`config.mk`:
```
export PLATFORM = sky130hd
export DESIGN_NAME = vga_tile_renderer
export DESIGN_NICKNAME = d
export VERILOG_FILES = /design/src/rtl/vga_pkg.sv /design/src/rtl/vga_row_buffer.sv /design/src/rtl/vga_tile_renderer.sv
export SDC_FILE = /design/constraint.sdc
export NUM_CORES = 1
export LEC_CHECK = 0
export CORE_ASPECT_RATIO = 0.9
export CORE_MARGIN = 2
export CORE_UTILIZATION = 60
export CTS_CLUSTER_SIZE = 8
export DETAILED_ROUTE_END_ITERATION = 16
export PLACE_DENSITY = 0.84
export SETUP_SLACK_MARGIN = 0.4
export SLEW_MARGIN = 20
export SYNTH_ARGS = -nofsm -noshare
export SYNTH_HDL_FRONTEND = slang
export SYNTH_SLANG_ARGS = --single-unit
```
`constraint.sdc`:
```
create_clock -name clk -period 4.3 [get_ports clk]
set_input_delay 0.645 -clock clk [delete_from_list [all_inputs] [get_ports clk]]
set_output_delay 0.645 -clock clk [all_outputs]
set_load 0.02 [all_outputs]
```
`src/rtl/vga_pkg.sv`:
```
// Shared types and helpers for the tile renderer: directions, connection masks, colours, bands, fill states.
// Latency: none (types and pure functions only).
// Backpressure: not applicable.
package vga_pkg;

    // Direction toward the next streamed segment.
    typedef logic [1:0] dir_t;
    localparam dir_t DIR_UP    = 2'd0;
    localparam dir_t DIR_DOWN  = 2'd1;
    localparam dir_t DIR_LEFT  = 2'd2;
    localparam dir_t DIR_RIGHT = 2'd3;

    // Connection mask: bit 0 top, 1 bottom, 2 left, 3 right (same encoding as dir_t).
    typedef logic [3:0] conn_mask_t;

    typedef logic [1:0] color_t;

    typedef enum logic [1:0] {LO, MID, HI} band_t;

    typedef enum logic [1:0] {SYNC, FILL, DONE} fill_state_t;

    // Up<->down and left<->right differ only in the low bit.
    function automatic dir_t opposite(input dir_t d);
        return {d[1], ~d[0]};
    endfunction

    function automatic conn_mask_t dir_bit(input dir_t d);
        conn_mask_t m;
        m    = '0;
        m[d] = 1'b1;
        return m;
    endfunction

    // Returns {r[1:0], g[1:0], b[1:0]}.
    function automatic logic [5:0] palette(input color_t c, input logic colorblind);
        logic [5:0] rgb;
        case (c)
            2'd0:    rgb = 6'b000000;
            2'd1:    rgb = colorblind ? 6'b000011 : 6'b001100;
            2'd2:    rgb = 6'b110000;
            default: rgb = 6'b111111;
        endcase
        return rgb;
    endfunction

endpackage

```
`src/rtl/vga_row_buffer.sv`:
```
// Ping-pong row storage: front bank read combinationally, back bank OR-written; swap exchanges roles and clears the new back.
// Latency: read is combinational; a write is visible in the front bank after the next swap.
// Backpressure: none; the caller must not write in a swap cycle (the swap clear takes precedence).
//
// Ports: clk, rst (sync, active-high, clears both banks); swap; wr_en/wr_idx/wr_mask (OR-write to back);
//        rd_idx/rd_mask (front bank read, 0 for out-of-range index).
module vga_row_buffer
    import vga_pkg::*;
#(
    parameter int DEPTH = 20,
    parameter int AW    = $clog2(DEPTH)
) (
    input  logic              clk,
    input  logic              rst,
    input  logic              swap,
    input  logic              wr_en,
    input  logic [AW-1:0]     wr_idx,
    input  conn_mask_t        wr_mask,
    input  logic [AW-1:0]     rd_idx,
    output conn_mask_t        rd_mask
);

    logic [DEPTH-1:0][3:0] bank [2];
    logic                  front_sel;
    logic                  back_sel;

    assign back_sel = ~front_sel;

    always_ff @(posedge clk) begin
        if (rst) begin
            bank[0]   <= '0;
            bank[1]   <= '0;
            front_sel <= 1'b0;
        end else if (swap) begin
            // The old front becomes the new back and starts empty.
            front_sel        <= back_sel;
            bank[front_sel]  <= '0;
        end else if (wr_en && (int'(wr_idx) < DEPTH)) begin
            bank[back_sel][wr_idx] <= bank[back_sel][wr_idx] | wr_mask;
        end
    end

    assign rd_mask = (int'(rd_idx) < DEPTH) ? bank[front_sel][rd_idx] : '0;

endmodule

```
`src/rtl/vga_tile_renderer.sv`:
```
// Tile renderer: turns streamed snake segments and apples into 2-bit RGB for 640x480, with eat-flash border.
// Latency: 1 cycle from px/py/hsync_in/vsync_in to r/g/b/hsync/vsync (syncs stay pixel-aligned).
// Backpressure: seg_ready is low only in reset and in the swap cycle; segments are otherwise always consumed.
//
// Ports: clk, rst; px/py/visible/hsync_in/vsync_in from vga_sync; seg_valid/seg_ready/seg_x/seg_y/seg_dir/
//        seg_first/seg_last segment stream; apple_x/apple_y/apple_valid packed apples; failure/success/eat/
//        colorblind status; r/g/b/hsync/vsync to pins; row_overrun one-cycle pulse on an unfinished row.
// EDGE must satisfy 0 < EDGE < 2^(TILE_LOG2-1).
module vga_tile_renderer
    import vga_pkg::*;
#(
    parameter int GRID_W       = 18,
    parameter int GRID_H       = 13,
    parameter int TILE_LOG2    = 5,
    parameter int EDGE         = 4,
    parameter int N_APPLES     = 2,
    parameter int FLASH_FRAMES = 8,
    localparam int XW          = $clog2(GRID_W + 2),
    localparam int YW          = $clog2(GRID_H + 2)
) (
    input  logic                   clk,
    input  logic                   rst,
    input  logic [9:0]             px,
    input  logic [9:0]             py,
    input  logic                   visible,
    input  logic                   hsync_in,
    input  logic                   vsync_in,
    input  logic                   seg_valid,
    output logic                   seg_ready,
    input  logic [XW-1:0]          seg_x,
    input  logic [YW-1:0]          seg_y,
    input  logic [1:0]             seg_dir,
    input  logic                   seg_first,
    input  logic                   seg_last,
    input  logic [N_APPLES*XW-1:0] apple_x,
    input  logic [N_APPLES*YW-1:0] apple_y,
    input  logic [N_APPLES-1:0]    apple_valid,
    input  logic                   failure,
    input  logic                   success,
    input  logic                   eat,
    input  logic                   colorblind,
    output logic [1:0]             r,
    output logic [1:0]             g,
    output logic [1:0]             b,
    output logic                   hsync,
    output logic                   vsync,
    output logic                   row_overrun
);

    localparam int TW = 10 - TILE_LOG2;
    localparam int FW = $clog2(FLASH_FRAMES + 1);

    // ---------------- geometry ----------------
    logic [TW-1:0]        tx, ty;
    logic [TILE_LOG2-1:0] ox, oy;
    logic [YW-1:0]        target_row;
    logic                 swap, frame_tick;
    band_t                bx, by;

    assign tx = px[9:TILE_LOG2];
    assign ty = py[9:TILE_LOG2];
    assign ox = px[TILE_LOG2-1:0];
    assign oy = py[TILE_LOG2-1:0];

    // The back bank always collects the row below the one being displayed.
    assign target_row = YW'({1'b0, ty} + 1'b1);

    assign swap       = (px == '0) && (oy == '0);
    assign frame_tick = (px == '0) && (py == '0);

    function automatic band_t band_of(input logic [TILE_LOG2-1:0] o);
        if (int'(o) < EDGE)                          return LO;
        else if (int'(o) >= (1 << TILE_LOG2) - EDGE) return HI;
        else                                         return MID;
    endfunction

    assign bx = band_of(ox);
    assign by = band_of(oy);

    // ---------------- segment fill FSM ----------------
    fill_state_t state_q, state_d;
    dir_t        prev_dir;
    logic        xfer, process, wr_en;
    conn_mask_t  seg_mask;

    assign seg_ready = !rst && !swap;
    assign xfer      = seg_valid && seg_ready;

    always_comb begin
        state_d = state_q;
        process = 1'b0;
        case (state_q)
            SYNC: begin
                // Wait for the head so a row never starts mid-list.
                if (xfer && seg_first) begin
                    process = 1'b1;
                    state_d = seg_last ? DONE : FILL;
                end
            end
            FILL: begin
                if (xfer) begin
                    process = 1'b1;
                    if (seg_last) state_d = DONE;
                end
            end
            DONE:    state_d = DONE;
            default: state_d = SYNC;
        endcase
        if (swap) state_d = SYNC;
    end

    always_ff @(posedge clk) begin
        if (rst) begin
            state_q  <= SYNC;
            prev_dir <= DIR_UP;
        end else begin
            state_q <= state_d;
            // Tracks every consumed segment, dropped ones included, so the chain stays coherent.
            if (xfer) prev_dir <= seg_dir;
        end
    end

    assign seg_mask = (seg_last  ? conn_mask_t'(0) : dir_bit(seg_dir))
                    | (seg_first ? conn_mask_t'(0) : dir_bit(opposite(prev_dir)));

    assign wr_en = process && (seg_y == target_row)
                && (seg_x >= XW'(1)) && (seg_x <= XW'(GRID_W));

    assign row_overrun = swap && !rst && (state_q != DONE);

    // ---------------- row storage ----------------
    conn_mask_t rd_mask, front_mask;
    logic       tx_ok;

    vga_row_buffer #(
        .DEPTH (GRID_W + 2),
        .AW    (XW)
    ) u_row_buffer (
        .clk     (clk),
        .rst     (rst),
        .swap    (swap),
        .wr_en   (wr_en),
        .wr_idx  (seg_x),
        .wr_mask (seg_mask),
        .rd_idx  (XW'(tx)),
        .rd_mask (rd_mask)
    );

    assign tx_ok      = int'(tx) <= GRID_W + 1;
    assign front_mask = tx_ok ? rd_mask : '0;

    // ---------------- flash counter ----------------
    logic [FW-1:0] flash_cnt;

    always_ff @(posedge clk) begin
        if (rst)                              flash_cnt <= '0;
        else if (eat)                         flash_cnt <= FW'(FLASH_FRAMES);
        else if (frame_tick && flash_cnt != 0) flash_cnt <= flash_cnt - 1'b1;
    end

    // ---------------- colour selection ----------------
    logic   apple_hit, border;
    color_t color;

    always_comb begin
        apple_hit = 1'b0;
        for (int i = 0; i < N_APPLES; i++) begin
            if (apple_valid[i]
                && int'(apple_x[i*XW +: XW]) == int'(tx)
                && int'(apple_y[i*YW +: YW]) == int'(ty))
                apple_hit = 1'b1;
        end
    end

    assign border = (tx == '0) || (int'(tx) == GRID_W + 1)
                 || (ty == '0) || (int'(ty) == GRID_H + 1);

    always_comb begin
        color = 2'd0;
        if (!visible) begin
            color = 2'd0;
        end else if (border) begin
            if ({success, failure} == 2'b10)      color = 2'd1;
            else if ({success, failure} == 2'b01) color = 2'd2;
            else if (flash_cnt != 0)              color = 2'd1;
            else                                  color = 2'd3;
        end else if (bx == MID && by == MID) begin
            if (front_mask != 0) color = 2'd1;
            else if (apple_hit)  color = 2'd2;
        end else if ((bx == MID && by == LO  && front_mask[0])
                  || (bx == MID && by == HI  && front_mask[1])
                  || (bx == LO  && by == MID && front_mask[2])
                  || (bx == HI  && by == MID && front_mask[3])) begin
            color = 2'd1;
        end
    end

    always_ff @(posedge clk) begin
        if (rst) begin
            {r, g, b} <= '0;
            hsync     <= 1'b1;
            vsync     <= 1'b1;
        end else begin
            {r, g, b} <= palette(color, colorblind);
            hsync     <= hsync_in;
            vsync     <= vsync_in;
        end
    end

endmodule

```
# [After elaboration in Yosys (flattened, before gate mapping)]
# Memory sizes are Yosys's and may differ from the RTL's. A register that Yosys moved wholly into a read port is not among the register bits.
# Index checks and enable logic that the tools add are counted.
[op_classes] add_sub_neg=2 magnitude_cmp=16 eq_ne=21 muxes=58 bitwise=4 n_reduce_logical=53
[op_table] operator="$mux W80" count=4
[op_table] operator="$reduce_or A80 Y1" count=2
[op_table] operator="$bmux W4 S5" count=2
[op_table] operator="$mux W4" count=10
[op_table] operator="$mux W2" count=16
[op_table] operator="$logic_and A1 B1 Y1" count=28
[op_table] operator="$demux W4 S5" count=1
[op_table] operator="$eq A5 B5 Y1" count=4
[op_table] operator="$logic_not A10 Y1" count=2
[op_table] operator="$mux W1" count=20
[op_table] operator="$pmux W6 S3" count=1
[op_table] operator="$logic_not A5 Y1" count=3
[op_table] operator="$lt A5 B6 Y1 const B" count=2
[op_table] operator="$eq A2 B1 Y1 const B" count=5
[op_table] operator="$eq A2 B2 Y1 const B" count=5
[op_table] operator="$eq A5 B5 Y1 const B" count=2
[op_table] operator="$ge A5 B1 Y1 const B" count=2
[op_table] operator="$ge A5 B5 Y1 const B" count=2
[op_table] operator="$le A5 B5 Y1 const B" count=2
[op_table] operator="$lt A5 B3 Y1 const B" count=2
[op_table] operator="$lt A5 B5 Y1 const B" count=2
[op_table] operator="$logic_not A2 Y1" count=4
[op_table] operator="$ne A2 B2 Y1 const B" count=4
[op_table] operator="$or A4 B4 Y4" count=2
[op_table] operator="15 further kinds" count=27
[totals] regBits=17 mem_bits_rw=160 inputBits=63 n_memories=1
[memory_table] memory="u_row_buffer.bank" depth=2 width=80 read_ports=2 rd_ports_with_merged_regs=1 write_ports=2 line="vga_row_buffer.sv:23" text="logic [DEPTH-1:0][3:0] bank [2];"

# [Logic depth before layout (Yosys ltp)]
# Gate-level depths: netlist of run 1.
[logic_depth] depth_word=18 depth_mapped=10 ltp_nobuf=9

# [Cells and area by module]
# A second synthesis of run 1 with hierarchy kept.
[hier_totals] cells_unflattened=953 area_unflattened_um2=10800.4
[by_module_without_submodules] mod="vga_row_buffer" n_inst=1 cells_each=782 area_per_inst_um2=9436.6 seq_area_each_um2=4844.6
[by_module_without_submodules] mod="vga_tile_renderer" n_inst=1 cells_each=171 area_per_inst_um2=1363.8 seq_area_each_um2=260.2

# [Least setup slack after synthesis of run 1]
# OpenSTA, ideal clock, no wires.
[synth_timing] path_kind="input to register" start="in seg_x[1]" end="mem u_row_buffer.bank[0][47] (netlist name), data pin" setup_ps=265 arrival_time_ps=2934 t_required_ps=4035 setup_slack_ps=1101 stages=9 path_cell_list="clkbuf_1 -> buf_2 -> buf_2 -> mux4_2 -> mux4_2 -> a211o_1 -> nand2_1 -> buf_2 -> nor2_1"
[synth_lines] element="from (decl)" line="vga_tile_renderer.sv:30" text="input logic [XW-1:0] seg_x,"
[synth_lines] element="to (decl)" line="vga_row_buffer.sv:23"

# [Worst setup path in the final report of run 1]
[layout_timing] start="in px[9]" end="out seg_ready"
[layout_via] elab_chain_len=4
[layout_rtl] element="from (decl)" line="vga_tile_renderer.sv:23" text="input logic [9:0] px,"
[layout_rtl] element="$logic_not A10 Y1" line="vga_tile_renderer.sv:68" text="assign swap = (px == '0) && (oy == '0);"
[layout_rtl] element="$logic_and A1 B1 Y1" line="vga_tile_renderer.sv:68"
[layout_rtl] element="$logic_not A1 Y1" line="vga_tile_renderer.sv:86" text="assign seg_ready = !rst && !swap;"
[layout_rtl] element="$logic_and A1 B1 Y1" line="vga_tile_renderer.sv:86"
[layout_rtl] element="to (decl)" line="vga_tile_renderer.sv:29" text="output logic seg_ready,"
# No other way between the ends.

==> flow_metrics.py, run 1 <==
metrics = {
    "cells_and_area": {
        "fin_util": 0.713,
        "instances_no_fill": 1133,
        "fillers": 1111,
        "final_area_sq_mm": 0.0116,
        "syn_to_final_growth_pct": 15.2,
        "antenna_cells": 0,
        "drive_gt1_frac": 0.162,
        "fin_nets": 984,
    },
    "die": {
        "coreArea_sq_mm": 0.0162,
        "die_w_microns": 140,
        "fp.dieArea_sq_mm": 0.0178,
        "io_pins": 73,
        "std_cell_rows": 44,
        "fp.dieH_microns": 127,
        "start_util": 0.619,
    },
    "routing": {
        "post_drt_wl_per_cell_microns": 25.3,
        "first_pass_iters": 7,
        "drt_iter0_markers": 1029,
        "drc": 0,
        "antenna_left": 0,
        "via_per_inst": 6.89,
        "num_vias": 7807,
        "finalWirelength_microns": 28700,
    },
    "setup_path": {
        "cp-end-kind": "output port",
        "crit_top_cell": "clkdlybuf4s50_1",
        "startpoint_type": "primary input",
        "rrSetupSlack_ns": 0.84,
        "cp_cell_sequence": "clkdlybuf4s50_1 > nor3_1 > nand4_1 > o21ai_1 > inv_1 > clkdlybuf4s50_1",
        "arrival_ns": 2.89,
        "criticalPathCategory": "primary input to output port",
        "slowest_delay_ns": 0.56,
        "cp_slowest_cell": "clkdlybuf4s50_1",
        "worstPathRequired_ns": 3.65,
        "cp_max_fo": 5,
    },
    "clock_network": {
        "cts_resized": 0,
        "hold_buffers": 0,
        "htreeDepth": 4,
        "cts_inserted_buffers": 17,
        "cts.sinks": 175,
        "clock_insertion_delay_worst_skew_ns": 0.45,
        "tritoncts": "yes",
        "path_clk_slew_ns": 0.06,
        "clock_tree.root_cell": "clkbuf_16",
        "postCtsSetupBuffers": 0,
        "cts_max_path_buffers": 2,
    },
    "grt": {
        "antenna_found_initial": 0,
        "grt_overflow": 0,
        "grt_pass1_wl_microns": 44000,
        "gr-usage-all-layers": 0.336,
        "grt_max_degree": 45,
        "first_global_vias": 7553,
    },
    "pwr": {
        "powerDensity_mw_per_mm2": 341,
        "ir_drop_mv": 0.317,
        "p_leak_nw": 3.93,
        "power_mw": 3.95,
    },
    "place": {
        "dp_hpwl_microns": 19800,
        "place_ws_ns": 0.597,
        "portBuffers": 72,
        "placed_area_sq_mm": 0.0110,
        "routabilityCongestion": 0.898,
        "placed_cells": 1101,
    },
    "timing": {
        "hold_viol_final": 0,
        "slew_viol_final": 0,
        "setup_tns_ns": 0,
        "fin_skew_ns": 0.0113,
        "grt_setup_unrepaired": "no",
        "slew_headroom": 0.399,
        "whs_ns": 0.528,
        "fin_ws_ns": 0.770,
        "max_clock_freq_mhz": 283,
        "period_share": 0.821,
        "tightestPinTransition_ns": 0.893,
        "setup_viol": 0,
        "period_minus_slack_ns": 3.53,
    },
    "synth": {
        "syn_avg_cell_area_sq_um": 11.9,
        "synth_enable_flop_cells": 160,
        "synth_warnings": 0,
        "async_flop_share": 0,
        "ys_seq_area_frac": 0.508,
        "syn_area_sq_mm": 0.0100,
        "synthCells": 844,
        "ys_ff_latch": 175,
        "synth.distinct_cells": 61,
        "yosys_most_used_dff": "edfxtp_1",
    },
    "min_path": {
        "hold_class": "flop to flop",
    },
    "outcome": {
        "run_status": "finished, final reports clean",
    },
    "job": {
        "maxCapViolations": 0,
    },
}
critical path: cells and delay by family:
kind / cells / cell delay (ns)
and+or+nand+nor: 2 / 0.66
AOI/OAI and AO/OA: 1 / 0.40
buffers and inverters: 3 / 1.17
path summary, 6_finish.rpt:
check                           depth (start not counted)          end        start
worst max-delay path                                    6    seg_ready        px[9]
worst min-delay path                                    2  prev_dir[1]  prev_dir[1]
worst max register to register                          8         g[0]         flop
worst min register to register                          2  prev_dir[1]  prev_dir[1]
metal layers:
metal	wire length, microns	global-route usage	up-vias
li1	-	-	3276
met1	10300	0.444	3829
met2	13500	0.527	620
met3	3910	0.109	82
met4	991	0.129	0
met5	0	0	-
final cells by class:
cell class	instances	area (sq um)	area share
sequential	175	5110	0.441
multi-input combinational	603	4640	0.401
timing repair buffer	100	961	0.0830
clock buffer	19	433	0.0374
tap	207	259	0.0224
clock inverter	13	114	0.00984
inverter	16	60.1	0.00519
flip-flops by register name (all words and copies together) (netlist names), 2 cells and up, named ones only:
register,cells
u_row_buffer.bank,160
state_q,2
flash_cnt,4
prev_dir,2
cells by family (layout without fill, tap and decap cells):
kind of cell / after synthesis / count (layout) / share of synthesized area
flops: 175 / 175 / 0.508
mux: 121 / 121 / 0.217
simple gates: 344 / 344 / 0.150
xor+xnor: 27 / 27 / 0.0235
other cells: 1 / 16 / 0.000373
compound gates: 86 / 86 / 0.0545
fa+ha+maj: 9 / 9 / 0.0110
buf+inv: 81 / 148 / 0.0362
cells in the final DEF, fill, tap and decap left out, types with 15 or more instances in the layout:
cell	count
edfxtp_1	160
mux4_2	77
o21ai_1	38
mux2i_1	43
nand2_1	61
clkbuf_16	17
xor2_1	17
conb_1	16
inv_1	15
clkdlybuf4s50_1	68
buf_4	24
nor2_1	201
synth_stat cells (4+ instances only):
library cell,count,share of area
nor4_1,9,0.0056
inv_1,15,0.0056
nor2b_1,5,0.0031
o22ai_1,4,0.0025
xor2_1,17,0.015
nand3_1,14,0.0070
nor3_1,11,0.0055
nor3b_1,6,0.0045
buf_4,5,0.0037
o221ai_1,6,0.0052
a21oi_1,6,0.0030
or2_2,6,0.0037
nand4_1,5,0.0031
edfxtp_1,160,0.48
mux4_2,77,0.17
nand2b_1,5,0.0031
buf_2,27,0.013
xnor2_1,10,0.0087
nand2_1,61,0.023
dfxtp_1,15,0.030
clkbuf_1,22,0.0082
or3_1,4,0.0025
a22oi_1,4,0.0030
a31oi_1,5,0.0031
nor2_1,201,0.075
o21ai_1,38,0.019
ha_1,8,0.010
mux2i_1,43,0.043
buf_1,10,0.0037
where the power goes:
part | switching, mW | internal [mW] | total [mW] | leakage, nW
combinational | 0.264 | 0.240 | 0.503 | 1.90
clock | 0.671 | 0.796 | 1.47 | 0.259
sequential | 0.0516 | 1.92 | 1.98 | 1.77
(Power assumes the default switching activity.)
==> inputs of run 2 (changes only) <==
CORE_UTILIZATION = 54   (was 60)
PLACE_DENSITY = 0.8   (was 0.84)
clock period = 2.9 ns   (was 4.3 ns; I/O delays follow)
==> run 2 against run 1 <==
  * Critical path type is now flop to flop
  * Utilization up 6.6 points
  * Largest cell class is now multi-input combinational cells
  * Die area up 11%
  * Total power up 61%
  * First-iteration DRC count up 33%
  * Clock power up 67%
==> flow_metrics.py, run 2 (synthesis gave the netlist of run 1 again) <==
metrics = {
    "pwr": {
        "ir_drop_mv": 0.530,
        "p_leak_nw": 5.02,
        "power_mw": 6.35,
        "powerDensity_mw_per_mm2": 446,
    },
    "setup_path": {
        "cp_slowest_cell": "dfxtp_4",
        "cp.depth": 13,
        "critPathBufInv": 7,
        "slowest_delay_ns": 0.35,
        "rr_startpoint": "u_row_buffer.front_sel",
        "criticalPathCategory": "flop to flop",
        "cp-end-kind": "flop",
        "crit_top_cell": "buf_6",
        "critical-path-top-delay-family": "buffers and inverters",
        "startpoint_type": "flop",
        "cp_cell_sequence": "buf_12 > buf_6 > buf_6 > buf_6 > buf_6 > mux4_2 > mux2i_1 > nor2_2 > a2111oi_4 > buf_4 > a21o_4 > clkbuf_16 > nor2_1",
        "worstPathRequired_ns": 3.10,
        "arrival_ns": 3.04,
        "r2r.worst_path.cells": 13,
        "crit_start": "u_row_buffer.front_sel",
        "cp_max_fo": 8,
    },
    "timing": {
        "fin_ws_ns": 0.0590,
        "grt_setup_unrepaired": "yes",
        "setup_viol": 0,
        "slew_headroom": 0.402,
        "period_share": 0.980,
        "whs_ns": 0.537,
        "period_minus_slack_ns": 2.84,
        "tightestPinTransition_ns": 0.885,
        "setup_tns_ns": 0,
        "max_clock_freq_mhz": 352,
        "hold_viol_final": 0,
        "slew_viol_final": 0,
        "fin_skew_ns": 0.00914,
    },
    "die": {
        "coreArea_sq_mm": 0.0183,
        "die_w_microns": 148,
        "start_util": 0.549,
        "fp.dieArea_sq_mm": 0.0197,
        "io_pins": 73,
        "std_cell_rows": 47,
        "fp.dieH_microns": 133,
    },
    "clock_network": {
        "cts.sinks": 175,
        "htreeDepth": 4,
        "tritoncts": "yes",
        "clock_tree.root_cell": "clkbuf_16",
        "path_clk_slew_ns": 0.06,
        "cts_inserted_buffers": 17,
        "clock_insertion_delay_worst_skew_ns": 0.45,
        "cts_max_path_buffers": 2,
        "hold_buffers": 0,
    },
    "routing": {
        "drc": 0,
        "wl_met1_microns": 12200,
        "top_layer": "met4",
        "met3_length_microns": 6080,
        "drt_iter0_markers": 1367,
        "antenna_left": 0,
        "first_pass_iters": 6,
        "num_vias": 9128,
        "post_drt_wl_per_cell_microns": 29.5,
        "via_per_inst": 6.96,
        "wl_met2_microns": 17300,
        "finalWirelength_microns": 38700,
    },
    "cells_and_area": {
        "mostFrequentLayoutCells": "edfxtp_1 (160), nor2_1 (124), buf_4 (110), mux4_2 (77), clkdlybuf4s50_1 (58)",
        "syn_to_final_growth_pct": 41.7,
        "largest_reg_flops": 160,
        "final_area_sq_mm": 0.0142,
        "layout_commonest_cell": "edfxtp_1",
        "instances_no_fill": 1311,
        "reg_top3": "u_row_buffer.bank x160, flash_cnt x4",
        "fin_util": 0.778,
        "top_register": "u_row_buffer.bank",
        "antenna_cells": 0,
        "fin_nets": 1125,
        "drive_gt1_frac": 0.399,
    },
    "place": {
        "dp_hpwl_microns": 20600,
        "placed_area_sq_mm": 0.0119,
        "placed_cells": 1224,
        "portBuffers": 72,
        "routabilityCongestion": 0.898,
        "place_ws_ns": -0.242,
    },
    "grt": {
        "grt_overflow": 0,
        "antenna_found_initial": 1,
        "gr-usage-all-layers": 0.333,
        "grt_pass1_wl_microns": 48000,
        "grt_max_degree": 45,
        "first_global_vias": 8313,
    },
    "min_path": {
        "hold_depth": 2,
        "hold_class": "flop to flop",
        "min_from": "prev_dir[1]",
    },
    "job": {
        "maxCapViolations": 0,
    },
    "outcome": {
        "run_status": "finished, final reports clean",
    },
}
run 2: cell count changes in the layout (fill, tap and decap cells not counted), moves of 8 or more:
| cell | previous run | this run |
|---|---|---|
| buf_8 | 0 | 8 |
| clkbuf_16 | 17 | 29 |
| nor2_4 | 0 | 53 |
| buf_6 | 0 | 11 |
| nor2_2 | 0 | 24 |
| buf_4 | 24 | 110 |
| nor2_1 | 201 | 124 |
| clkdlybuf4s50_1 | 68 | 58 |
| mux2i_1 | 43 | 34 |
| buf_12 | 4 | 21 |
run 2: worst paths after layout:
path | end | slack, ns
max | u_row_buffer.bank[1][64] | 0.06
min reg2reg | prev_dir[1] | 0.54
min | prev_dir[1] | 0.54
max reg2reg | u_row_buffer.bank[1][64] | 0.06
run 2: cell type report:
| class | count | area (sq um) |
|---|---|---|
| Tap cell | 245 | 307 |
| Timing Repair Buffer | 237 | 2590 |
| Clock inverter | 13 | 188 |
| Fill cell | 1007 | 4050 |
| Inverter | 16 | 62.6 |
| Clock buffer | 18 | 429 |
| Sequential cell | 175 | 5120 |
| Multi-Input combinational cell | 607 | 5540 |
run 2: worst reg2reg max path: stages (launching register included):
cell and delay [ns]:
dfxtp_4 0.35, buf_12 0.14, buf_6 0.11, buf_6 0.11, buf_6 0.12, buf_6 0.11, mux4_2 0.30, mux2i_1 0.28
nor2_2 0.10, a2111oi_4 0.21, buf_4 0.17, a21o_4 0.26, clkbuf_16 0.25, nor2_1 0.07
run 2: repair_timing:
item / in CTS / in global routing
endpoints found under the setup margin: 288 / 294
buffers inserted: 11 / 23
pin swaps: 9 / 23
gates cloned: 6 / 16
gates resized for setup: 60 / 210
run 2: per-layer routing:
metal / global-route usage / vias to the layer above
met5: 0 / -
met2: 0.536 / 978
met1: 0.421 / 4272
met4: 0.145 / 0
met3: 0.103 / 306
li1: - / 3572
run 2: report_power, final:
part / total (mW) / switching, mW / internal, mW
Sequential: 2.95 / 0.0956 / 2.86
Combinational: 0.939 / 0.484 / 0.455
Clock: 2.45 / 1.01 / 1.44
